--- config.mk ---
export PLATFORM = sky130hd
export DESIGN_NAME = ddr_wr_burst_ctrl
export DESIGN_NICKNAME = d
export VERILOG_FILES = /design/src/rtl/ddr_wr_burst_ctrl.sv
export SDC_FILE = /design/constraint.sdc
export NUM_CORES = 1
export LEC_CHECK = 0
export CAP_MARGIN = 20
export CORE_AREA = 2 2 288 290
export CTS_CLUSTER_DIAMETER = 120
export DETAILED_ROUTE_END_ITERATION = 12
export DIE_AREA = 0 0 290 292
export SKIP_LAST_GASP = 1
export SLEW_MARGIN = 20
export SYNTH_ARGS = -nofsm -noshare
export SYNTH_HDL_FRONTEND = slang
export SYNTH_SLANG_ARGS = --single-unit
--- constraint.sdc ---
create_clock -name clk -period 25.8 [get_ports clk]
set_input_delay 5.16 -clock clk [delete_from_list [all_inputs] [get_ports clk]]
set_output_delay 5.16 -clock clk [all_outputs]
set_load 0.02 [all_outputs]
--- src/rtl/ddr_wr_burst_ctrl.sv ---
// Drains the 256-bit read side of the camera write FIFO into DDR write bursts with a wrapping frame address.
// Optional watchdog: define DDR_WR_BURST_CTRL_TIMEOUT_EN to build the sticky timeout_err logic.
module ddr_wr_burst_ctrl #(
    parameter int RD_DEPTH_WIDTH = 8,
    parameter int DATA_WIDTH     = 256,
    parameter int ADDR_WIDTH     = 28,
    parameter int BURST_LEN      = 16,
    parameter int FRAME_BASE     = 0,
    parameter int FRAME_BEATS    = 1024,
    parameter int TIMEOUT_CYCLES = 4096
) (
    input  logic                    clk,
    input  logic                    tb_rst,
    input  logic                    frame_start,
    input  logic [RD_DEPTH_WIDTH:0] fifo_rd_water_level,
    output logic                    fifo_rd_en,
    input  logic [DATA_WIDTH-1:0]   fifo_rd_data,
    output logic                    cmd_valid,
    input  logic                    cmd_ready,
    output logic [ADDR_WIDTH-1:0]   cmd_addr,
    output logic [7:0]              cmd_len,
    output logic                    wdata_valid,
    input  logic                    wdata_ready,
    output logic [DATA_WIDTH-1:0]   wdata,
    output logic                    wdata_last,
    output logic                    busy,
    output logic                    frame_done,
    output logic                    timeout_err
);

    typedef enum logic [1:0] {IDLE, CMD, DATA} state_t;

    localparam int                    BCW         = $clog2(BURST_LEN + 1);
    localparam logic [ADDR_WIDTH-1:0] BASE_ADDR   = ADDR_WIDTH'(FRAME_BASE);
    localparam logic [ADDR_WIDTH-1:0] BURST_BYTES = ADDR_WIDTH'(BURST_LEN * DATA_WIDTH / 8);
    localparam logic [RD_DEPTH_WIDTH:0] LVL_NEED  = (RD_DEPTH_WIDTH + 1)'(BURST_LEN);

    if (BURST_LEN < 1 || BURST_LEN > 2**RD_DEPTH_WIDTH || (FRAME_BEATS % BURST_LEN) != 0 ||
        TIMEOUT_CYCLES < 1 || TIMEOUT_CYCLES > 65535) begin : g_param_check
        $error("ddr_wr_burst_ctrl: illegal parameter combination");
    end

    state_t                  state_q, state_d;
    logic [ADDR_WIDTH-1:0]   addr_q;
    logic [31:0]             frame_cnt_q;
    logic                    pend_q;
    logic                    frame_done_q;
    logic [BCW-1:0]          pop_cnt_q;
    logic [BCW-1:0]          beat_cnt_q;
    logic                    rd_inflight_q;
    logic [1:0]              skid_cnt_q;
    logic [DATA_WIDTH-1:0]   skid_q [2];

    logic                    in_data, cmd_acc, skid_pop, last_acc, wr_idx;
    logic [1:0]              occ;

    assign in_data  = (state_q == DATA);
    assign cmd_acc  = (state_q == CMD) && cmd_ready;
    assign skid_pop = in_data && (skid_cnt_q != 2'd0) && wdata_ready;
    assign last_acc = skid_pop && (beat_cnt_q == BCW'(BURST_LEN - 1));
    // Slots committed after this cycle: held beats, plus the read landing next cycle, minus the beat leaving now.
    assign occ      = skid_cnt_q + {1'b0, rd_inflight_q} - {1'b0, skid_pop};
    assign wr_idx   = ((skid_cnt_q - {1'b0, skid_pop}) == 2'd1);

    always_ff @(posedge clk or posedge tb_rst) begin
        if (tb_rst) state_q <= IDLE;
        else        state_q <= state_d;
    end

    // NOTE: every combinational output gets a default first so no path can infer a latch.
    always_comb begin
        state_d = state_q;
        case (state_q)
            IDLE:    if (fifo_rd_water_level >= LVL_NEED) state_d = CMD;
            CMD:     if (cmd_ready) state_d = DATA;
            DATA:    if (last_acc) state_d = IDLE;
            default: state_d = IDLE;
        endcase
    end

    always_comb begin
        cmd_valid   = (state_q == CMD);
        cmd_addr    = cmd_valid ? addr_q : '0;
        cmd_len     = cmd_valid ? 8'(BURST_LEN - 1) : 8'd0;
        wdata_valid = in_data && (skid_cnt_q != 2'd0);
        wdata       = wdata_valid ? skid_q[0] : '0;
        wdata_last  = wdata_valid && (beat_cnt_q == BCW'(BURST_LEN - 1));
        busy        = (state_q != IDLE);
        frame_done  = frame_done_q;
        // The first pop is issued on command acceptance so beats start two cycles later.
        fifo_rd_en  = (in_data || cmd_acc) && (pop_cnt_q != BCW'(BURST_LEN)) && (occ < 2'd2);
    end

    // NOTE: sequential state uses non-blocking assignments only.
    always_ff @(posedge clk or posedge tb_rst) begin
        if (tb_rst) begin
            pop_cnt_q     <= '0;
            beat_cnt_q    <= '0;
            rd_inflight_q <= 1'b0;
            skid_cnt_q    <= 2'd0;
        end else begin
            rd_inflight_q <= fifo_rd_en;
            skid_cnt_q    <= skid_cnt_q + {1'b0, rd_inflight_q} - {1'b0, skid_pop};
            if (last_acc)        pop_cnt_q <= '0;
            else if (fifo_rd_en) pop_cnt_q <= pop_cnt_q + 1'b1;
            if (last_acc)        beat_cnt_q <= '0;
            else if (skid_pop)   beat_cnt_q <= beat_cnt_q + 1'b1;
        end
    end

    // NOTE: the skid data array is not reset; wdata is masked by wdata_valid so stale contents never escape.
    always_ff @(posedge clk) begin
        if (skid_pop)      skid_q[0]      <= skid_q[1];
        if (rd_inflight_q) skid_q[wr_idx] <= fifo_rd_data;
    end

    always_ff @(posedge clk or posedge tb_rst) begin
        if (tb_rst) begin
            addr_q       <= BASE_ADDR;
            frame_cnt_q  <= '0;
            pend_q       <= 1'b0;
            frame_done_q <= 1'b0;
        end else begin
            frame_done_q <= 1'b0;
            if (frame_start)          pend_q <= 1'b1;
            else if (state_q == IDLE) pend_q <= 1'b0;

            // A restart only lands in IDLE, so a burst in flight always finishes at its own address.
            if (state_q == IDLE && pend_q) begin
                addr_q      <= BASE_ADDR;
                frame_cnt_q <= '0;
            end else if (last_acc) begin
                if (frame_cnt_q + 32'(BURST_LEN) == 32'(FRAME_BEATS)) begin
                    addr_q       <= BASE_ADDR;
                    frame_cnt_q  <= '0;
                    frame_done_q <= 1'b1;
                end else begin
                    addr_q      <= addr_q + BURST_BYTES;
                    frame_cnt_q <= frame_cnt_q + 32'(BURST_LEN);
                end
            end
        end
    end

`ifdef DDR_WR_BURST_CTRL_TIMEOUT_EN
    logic [15:0] wd_cnt_q;
    logic [15:0] wd_next;
    logic        timeout_q;

    assign wd_next     = wd_cnt_q + 16'd1;
    assign timeout_err = timeout_q;

    // Counts consecutive handshake-free cycles while a burst is outstanding; saturates at all-ones.
    always_ff @(posedge clk or posedge tb_rst) begin
        if (tb_rst) begin
            wd_cnt_q  <= '0;
            timeout_q <= 1'b0;
        end else if (state_q == IDLE || cmd_acc || skid_pop) begin
            wd_cnt_q  <= '0;
        end else begin
            if (wd_cnt_q != 16'hFFFF) wd_cnt_q <= wd_next;
            if (wd_next == 16'(TIMEOUT_CYCLES)) timeout_q <= 1'b1;
        end
    end
`else
    assign timeout_err = 1'b0;
`endif

endmodule

==> results_dict.tcl, run 1 <==
set metrics [dict create \
    timing.hold.ws_ns 0.477 \
    cp_slowest_cell "clkdlybuf4s50_1" \
    hold_viol 0 \
    cap_viol_max_count 0 \
    clk_path_buf_depth 3 \
    final_nets 2406 \
    dr.first_iter.drc_count 815 \
    avgSynthCellArea_um2 15.3 \
    dpl.hpwl_um 40700 \
    slew_violations 0 \
    synth_edf_count 512 \
    startpoint_type "input port" \
    critPathMaxFanout 7 \
    ant_nets 0 \
    synth.distinct_cells 55 \
    cts_tree "built" \
    row_count 105 \
    hold_buffers 0 \
    dr.pass1.iters 5 \
    max_stage_delay_ns 0.77 \
    period_share_pct 50.8 \
    post-synth-top-count-cell "edfxtp_1" \
    cp_data_arrival_time_ns 7.95 \
    cp_top_family "buffers and inverters" \
    final_core_util_pct 40.5 \
    min_path_cells 1 \
    tritoncts.num_buffers 70 \
    fillers 7511 \
    power_w 0.00308 \
    synthTopCellsByCount "512 x edfxtp_1, 278 x and2_1, 257 x mux2_2" \
    place.gp.congestion 0.788 \
    cp.required_ns 20.64 \
    asyncSetResetFlopFracSynth_pct 11.1 \
    synth_top_area_cell "edfxtp_1" \
    place_inst 3126 \
    power.density_nw_per_um2 93.2 \
    tns_ns 0 \
    numPortBuffers 550 \
    grt_max_degree 182 \
    grt_pass1_vias 15600 \
    r2r_cells 11 \
    r2r-start "state_q[0]" \
    stdcell_count 3256 \
    routed_wl_um 63000 \
    vdd_ir_drop_max_mv 0.0644 \
    dieArea_um2 84700 \
    drc 0 \
    worstPathCellList "clkdlybuf4s50_1 -> nand2_1 -> inv_1 -> ha_1 -> xor2_1 -> xor2_1 -> nor2_1 -> clkdlybuf4s50_1" \
    clk_pin_slew_ns 0.05 \
    hp-class "register to register" \
    min_from "beat_cnt_q[3]" \
    criticalPathCategory "input port to output port" \
    insertion_delay_ns 0.61 \
    worst_setup_path_end_kind "output port" \
    r2r_setup_slack_ns 20.98 \
    p_leak_nw 11.4 \
    cts.sinks 576 \
    grt_pass1_wl_um 95400 \
    syn_inst 1580 \
    core_region_area_um2 81600 \
    netlist_area_um2 24200 \
    synth_ff_type "edfxtp_1" \
    setup_viol 0 \
    die_x_um 290 \
    synth_top_area_share_pct 63.5 \
    drive_gt1_share_pct 18.1 \
    tightest_slew_ns 1.28 \
    min_to "beat_cnt_q[3]" \
    finClkSkew_ns 0.0396 \
    num_vias 14800 \
    routedWlPerCell_um 19.3 \
    cts_htree_levels 3 \
    timing.fmax_ghz 0.0763 \
    overflow 0 \
    rsz0062_at_grt "false" \
    ys_seq_area_share_pct 70.1 \
    antenna_found_initial 14 \
    cts_root_buffer "clkbuf_16" \
    ys_ff_latch 576 \
    rr_endpoint "skid_q[0][170]" \
    start_util_pct 29.7 \
    relSlewSlack_pct 14.8 \
    period_needed_ns 13.11 \
    die_h_um 292 \
    cts_resized 0 \
    synth_area_leaders "edfxtp_1 63%, mux2_2 12%, and2_1 7.2%, dfrtp_1 6.6%, clkbuf_1 1.2%" \
    post_cts_buffers 0 \
    area_delta_synth_final_pct 36.4 \
    yosys_warnings 0 \
    grt_use_total_pct 14.5 \
    io_pins 569 \
    crit_buf_inv 3 \
    status "complete, no violations" \
    via_per_inst 4.55 \
]
worst max-delay path by stage:
| stage | startpoint | to | slack, ns | cells past startpoint |
|---|---|---|---|---|
| detailed placement | wdata_ready | fifo_rd_en | 12.69 | 8 |
| CTS | wdata_ready | fifo_rd_en | 12.68 | 8 |
| global route | wdata_ready | fifo_rd_en | 12.44 | 8 |
| global placement | wdata_ready | fifo_rd_en | 12.72 | 9 |
| floorplan | wdata_ready | skid_q[1][0] | 0.40 | 5 |
| finish | wdata_ready | fifo_rd_en | 12.69 | 8 |
power breakdown:
part / internal [W] / total (W) / switching [W] / leakage [nW]
Combinational: 0.000359 / 0.000833 / 0.000474 / 4.75
Sequential: 0.00126 / 0.00131 / 0.0000431 / 5.55
Clock: 0.000529 / 0.000939 / 0.000409 / 1.07
Total: 0.00215 / 0.00308 / 0.000926 / 11.4
flip-flops by register name, indices dropped and copies added, names as in the netlist, 2 cells and up:
name	cells
addr_q	19
beat_cnt_q	5
frame_cnt_q	28
pop_cnt_q	5
skid_cnt_q	2
skid_q	512
state_q	2
layout by cell type, fill, tap and decap left out, types with 9 or more instances in the layout:
master / n
nand4_1: 23
conb_1: 14
buf_4: 15
nor3_1: 13
nand3_1: 22
clkinv_1: 12
a31oi_1: 9
clkbuf_1: 17
clkbuf_16: 71
edfxtp_1: 512
o21ai_0: 49
xor2_1: 13
nor2_1: 39
and2_1: 278
nand2_1: 67
inv_1: 11
xnor2_1: 9
dfrtp_1: 64
clkdlybuf4s50_1: 550
clkinv_2: 13
o31ai_1: 12
mux2_2: 257
layer usage:
metal	global-route usage (%)	vias to the layer above	wire, um
met2	23.7	472	29900
met5	0	-	129
li1	-	6922	-
met4	5.22	18	1670
met1	16.6	7303	24800
met3	6.84	114	6510
layout make-up:
class	instances	area (um2)	area share, %
diodes	3	7.51	0.0227
multi-input cells	900	6790	20.6
flip-flops and latches	576	17000	51.4
well taps	1070	1340	4.05
repair buffers	568	5680	17.2
clock inverters	38	329	0.996
clock buffers	89	1850	5.62
inverters	12	45.0	0.136
kinds of logic after synthesis:
family,count (synthesis),share of synthesized area [%]
other,1,0.0155
multiplexers,262,12.2
AO/OA/AOI/OAI,102,2.64
buffers and inverters,117,2.21
AND/OR/NAND/NOR,492,11.7
flip-flops,576,70.1
adder cells (fa/ha/maj),8,0.413
XOR/XNOR,22,0.796
stage by stage:
step | worst slack (ns) | instance area, um2
3_3_place_gp | 12.72 | 30800
3_5_place_dp | 12.69 | 30800
5_1_grt | 12.44 | 33000
2_1_floorplan | 0.405 | 24300
4_1_cts | 12.68 | 33000
6_report | 12.69 | 33000
No activity file was read; power rests on OpenSTA's default activity.
==> run 2, diff against run 1 <==
Clock period 25.8 ns to 11.3 ns, I/O delays scaled along.
==> results_dict.tcl, run 2 (synthesis gave the netlist of run 1 again) <==
set metrics [dict create \
    area_delta_synth_final_pct 36.4 \
    grt_pass1_vias 15500 \
    rsz0062_at_grt "false" \
    final_nets 2407 \
    final_common_cell "clkdlybuf4s50_1" \
    cp.required_ns 9.04 \
    startpoint_type "input port" \
    grt_use_total_pct 14.1 \
    cts_root_buffer "clkbuf_16" \
    clk_pin_slew_ns 0.05 \
    worst_setup_path_end_kind "output port" \
    relSlewSlack_pct 31.6 \
    dr.first_iter.drc_count 742 \
    via_per_inst 4.54 \
    tritoncts.num_buffers 69 \
    p_sw_share_pct 29.8 \
    grt_use_met2_pct 23.4 \
    largest_register "skid_q" \
    grt_util_met3_pct 6.49 \
    netSwitchingPower_w 0.00209 \
    cp_data_arrival_time_ns 5.07 \
    timing.hold.ws_ns 0.483 \
    dieArea_um2 84700 \
    hold_viol 0 \
    tns_ns 0 \
    cts_htree_levels 3 \
    power.density_nw_per_um2 212 \
    antenna_found_initial 15 \
    place.gp.congestion 0.774 \
    routedWlPerCell_um 18.8 \
    setup_viol 0 \
    timing.fmax_ghz 0.137 \
    hold_buffers 0 \
    row_count 105 \
    drc 0 \
    io_pins 569 \
    register_area_um2 17000 \
    p_seq_share_pct 42.5 \
    dr.pass1.iters 5 \
    period_share_pct 64.8 \
    cts_tree "built" \
    hp-class "register to register" \
    drive_gt1_share_pct 18.1 \
    core_region_area_um2 81600 \
    cts_resized 0 \
    die_h_um 292 \
    ant_nets 0 \
    clk_path_buf_depth 3 \
    grt_pass1_wl_um 93200 \
    fillers 7485 \
    p_leak_nw 11.3 \
    largest_reg_flops 512 \
    slew_violations 0 \
    top_regs "skid_q: 512 flops, frame_cnt_q: 28 flops, addr_q: 19 flops" \
    clkPwrFrac_pct 30.7 \
    die_x_um 290 \
    grtUsageMet1_pct 16.1 \
    numPortBuffers 550 \
    start_util_pct 29.7 \
    critPathMaxFanout 7 \
    status "complete, no violations" \
    pwr-share-comb_pct 26.8 \
    vdd_ir_drop_max_mv 0.147 \
    finClkSkew_ns 0.0263 \
    top_usage_layer "met2" \
    internal-power_w 0.00493 \
    criticalPathCategory "input port to output port" \
    num_vias 14800 \
    routed_wl_um 61200 \
    insertion_delay_ns 0.62 \
    cts.sinks 576 \
    post_cts_buffers 0 \
    dpl.hpwl_um 40100 \
    multi_input_area_um2 6800 \
    period_needed_ns 7.33 \
    cap_viol_max_count 0 \
    tightest_slew_ns 1.03 \
    final_cell_mix "550 x clkdlybuf4s50_1, 512 x edfxtp_1, 278 x and2_1, 257 x mux2_2, 69 x clkbuf_16" \
    overflow 0 \
    grt_max_degree 96 \
]
run 2: cell types whose count changed in the layout (fill, tap and decap cells not counted), moves of 4 or more:
| cell | delta |
|---|---|
| clkinv_1 | -5 |
| clkinv_2 | -6 |
| diode_2 | +4 |
| clkinvlp_4 | +6 |
| buf_4 | +5 |
| clkbuf_1 | +5 |
run 2: path summary, 6_finish.rpt:
path / startpoint / end / slack [ns] / depth (start not counted)
max: wdata_ready / fifo_rd_en / 3.97 / 8
min: beat_cnt_q[3] / beat_cnt_q[3] / 0.48 / 1
max reg2reg: state_q[0] / skid_q[0][173] / 6.49 / 11
min reg2reg: beat_cnt_q[3] / beat_cnt_q[3] / 0.48 / 1
max in group asynchronous: tb_rst / addr_q[14] / 8.49 / 3
min in group asynchronous: tb_rst / frame_cnt_q[25] / 2.20 / 3
run 2: area by class of cell:
class	count	area share [%]
repair buffers	570	17.1
clock inverters	32	1.10
well taps	1070	4.05
multi-input cells	900	20.6
flip-flops and latches	576	51.4
inverters	12	0.136
clock buffers	92	5.52
diodes	7	0.0530
run 2: critical path: stages:
cell and delay, ns:
clkdlybuf4s50_1 0.48, nand2_1 0.14, inv_1 0.17, ha_1 0.17, xor2_1 0.44, xor2_1 0.16
nor2_1 0.49, clkdlybuf4s50_1 0.75
run 2: power groups by stage:
stage | Clock, W | Sequential (W) | Combinational, W
2_1_floorplan | 0 | 0.00311 | 0.00109
3_3_place_gp | 0 | 0.00301 | 0.00189
3_5_place_dp | 0 | 0.00303 | 0.00192
4_1_cts | 0.00224 | 0.00299 | 0.00193
5_1_grt | 0.00231 | 0.00302 | 0.00203
6_report | 0.00215 | 0.00298 | 0.00188
run 2: layer usage:
metal | vias to the layer above | part of all wire, % | wire length [um]
met4 | 16 | 2.3 | 1440
met1 | 7295 | 39 | 24100
met3 | 95 | 10 | 6130
met5 | - | 0.17 | 104
li1 | 6929 | - | -
met2 | 445 | 48 | 29500
run 2: metrics by stage:
| step | total power (W) | setup slack [ns] | area, um2 | util (%) | cells |
|---|---|---|---|---|---|
| after floorplan | 0.00420 | 1.33 | 24300 | - | 1593 |
| after global placement | 0.00491 | 3.98 | 30800 | 37.8 | 3128 |
| after detailed placement | 0.00494 | 3.95 | 30800 | 37.8 | 3128 |
| after CTS | 0.00715 | 3.95 | 33000 | 40.5 | 3252 |
| after global routing | 0.00735 | 3.77 | 33000 | 40.5 | 3257 |
| final | 0.00701 | 3.97 | 33000 | 40.5 | 3259 |
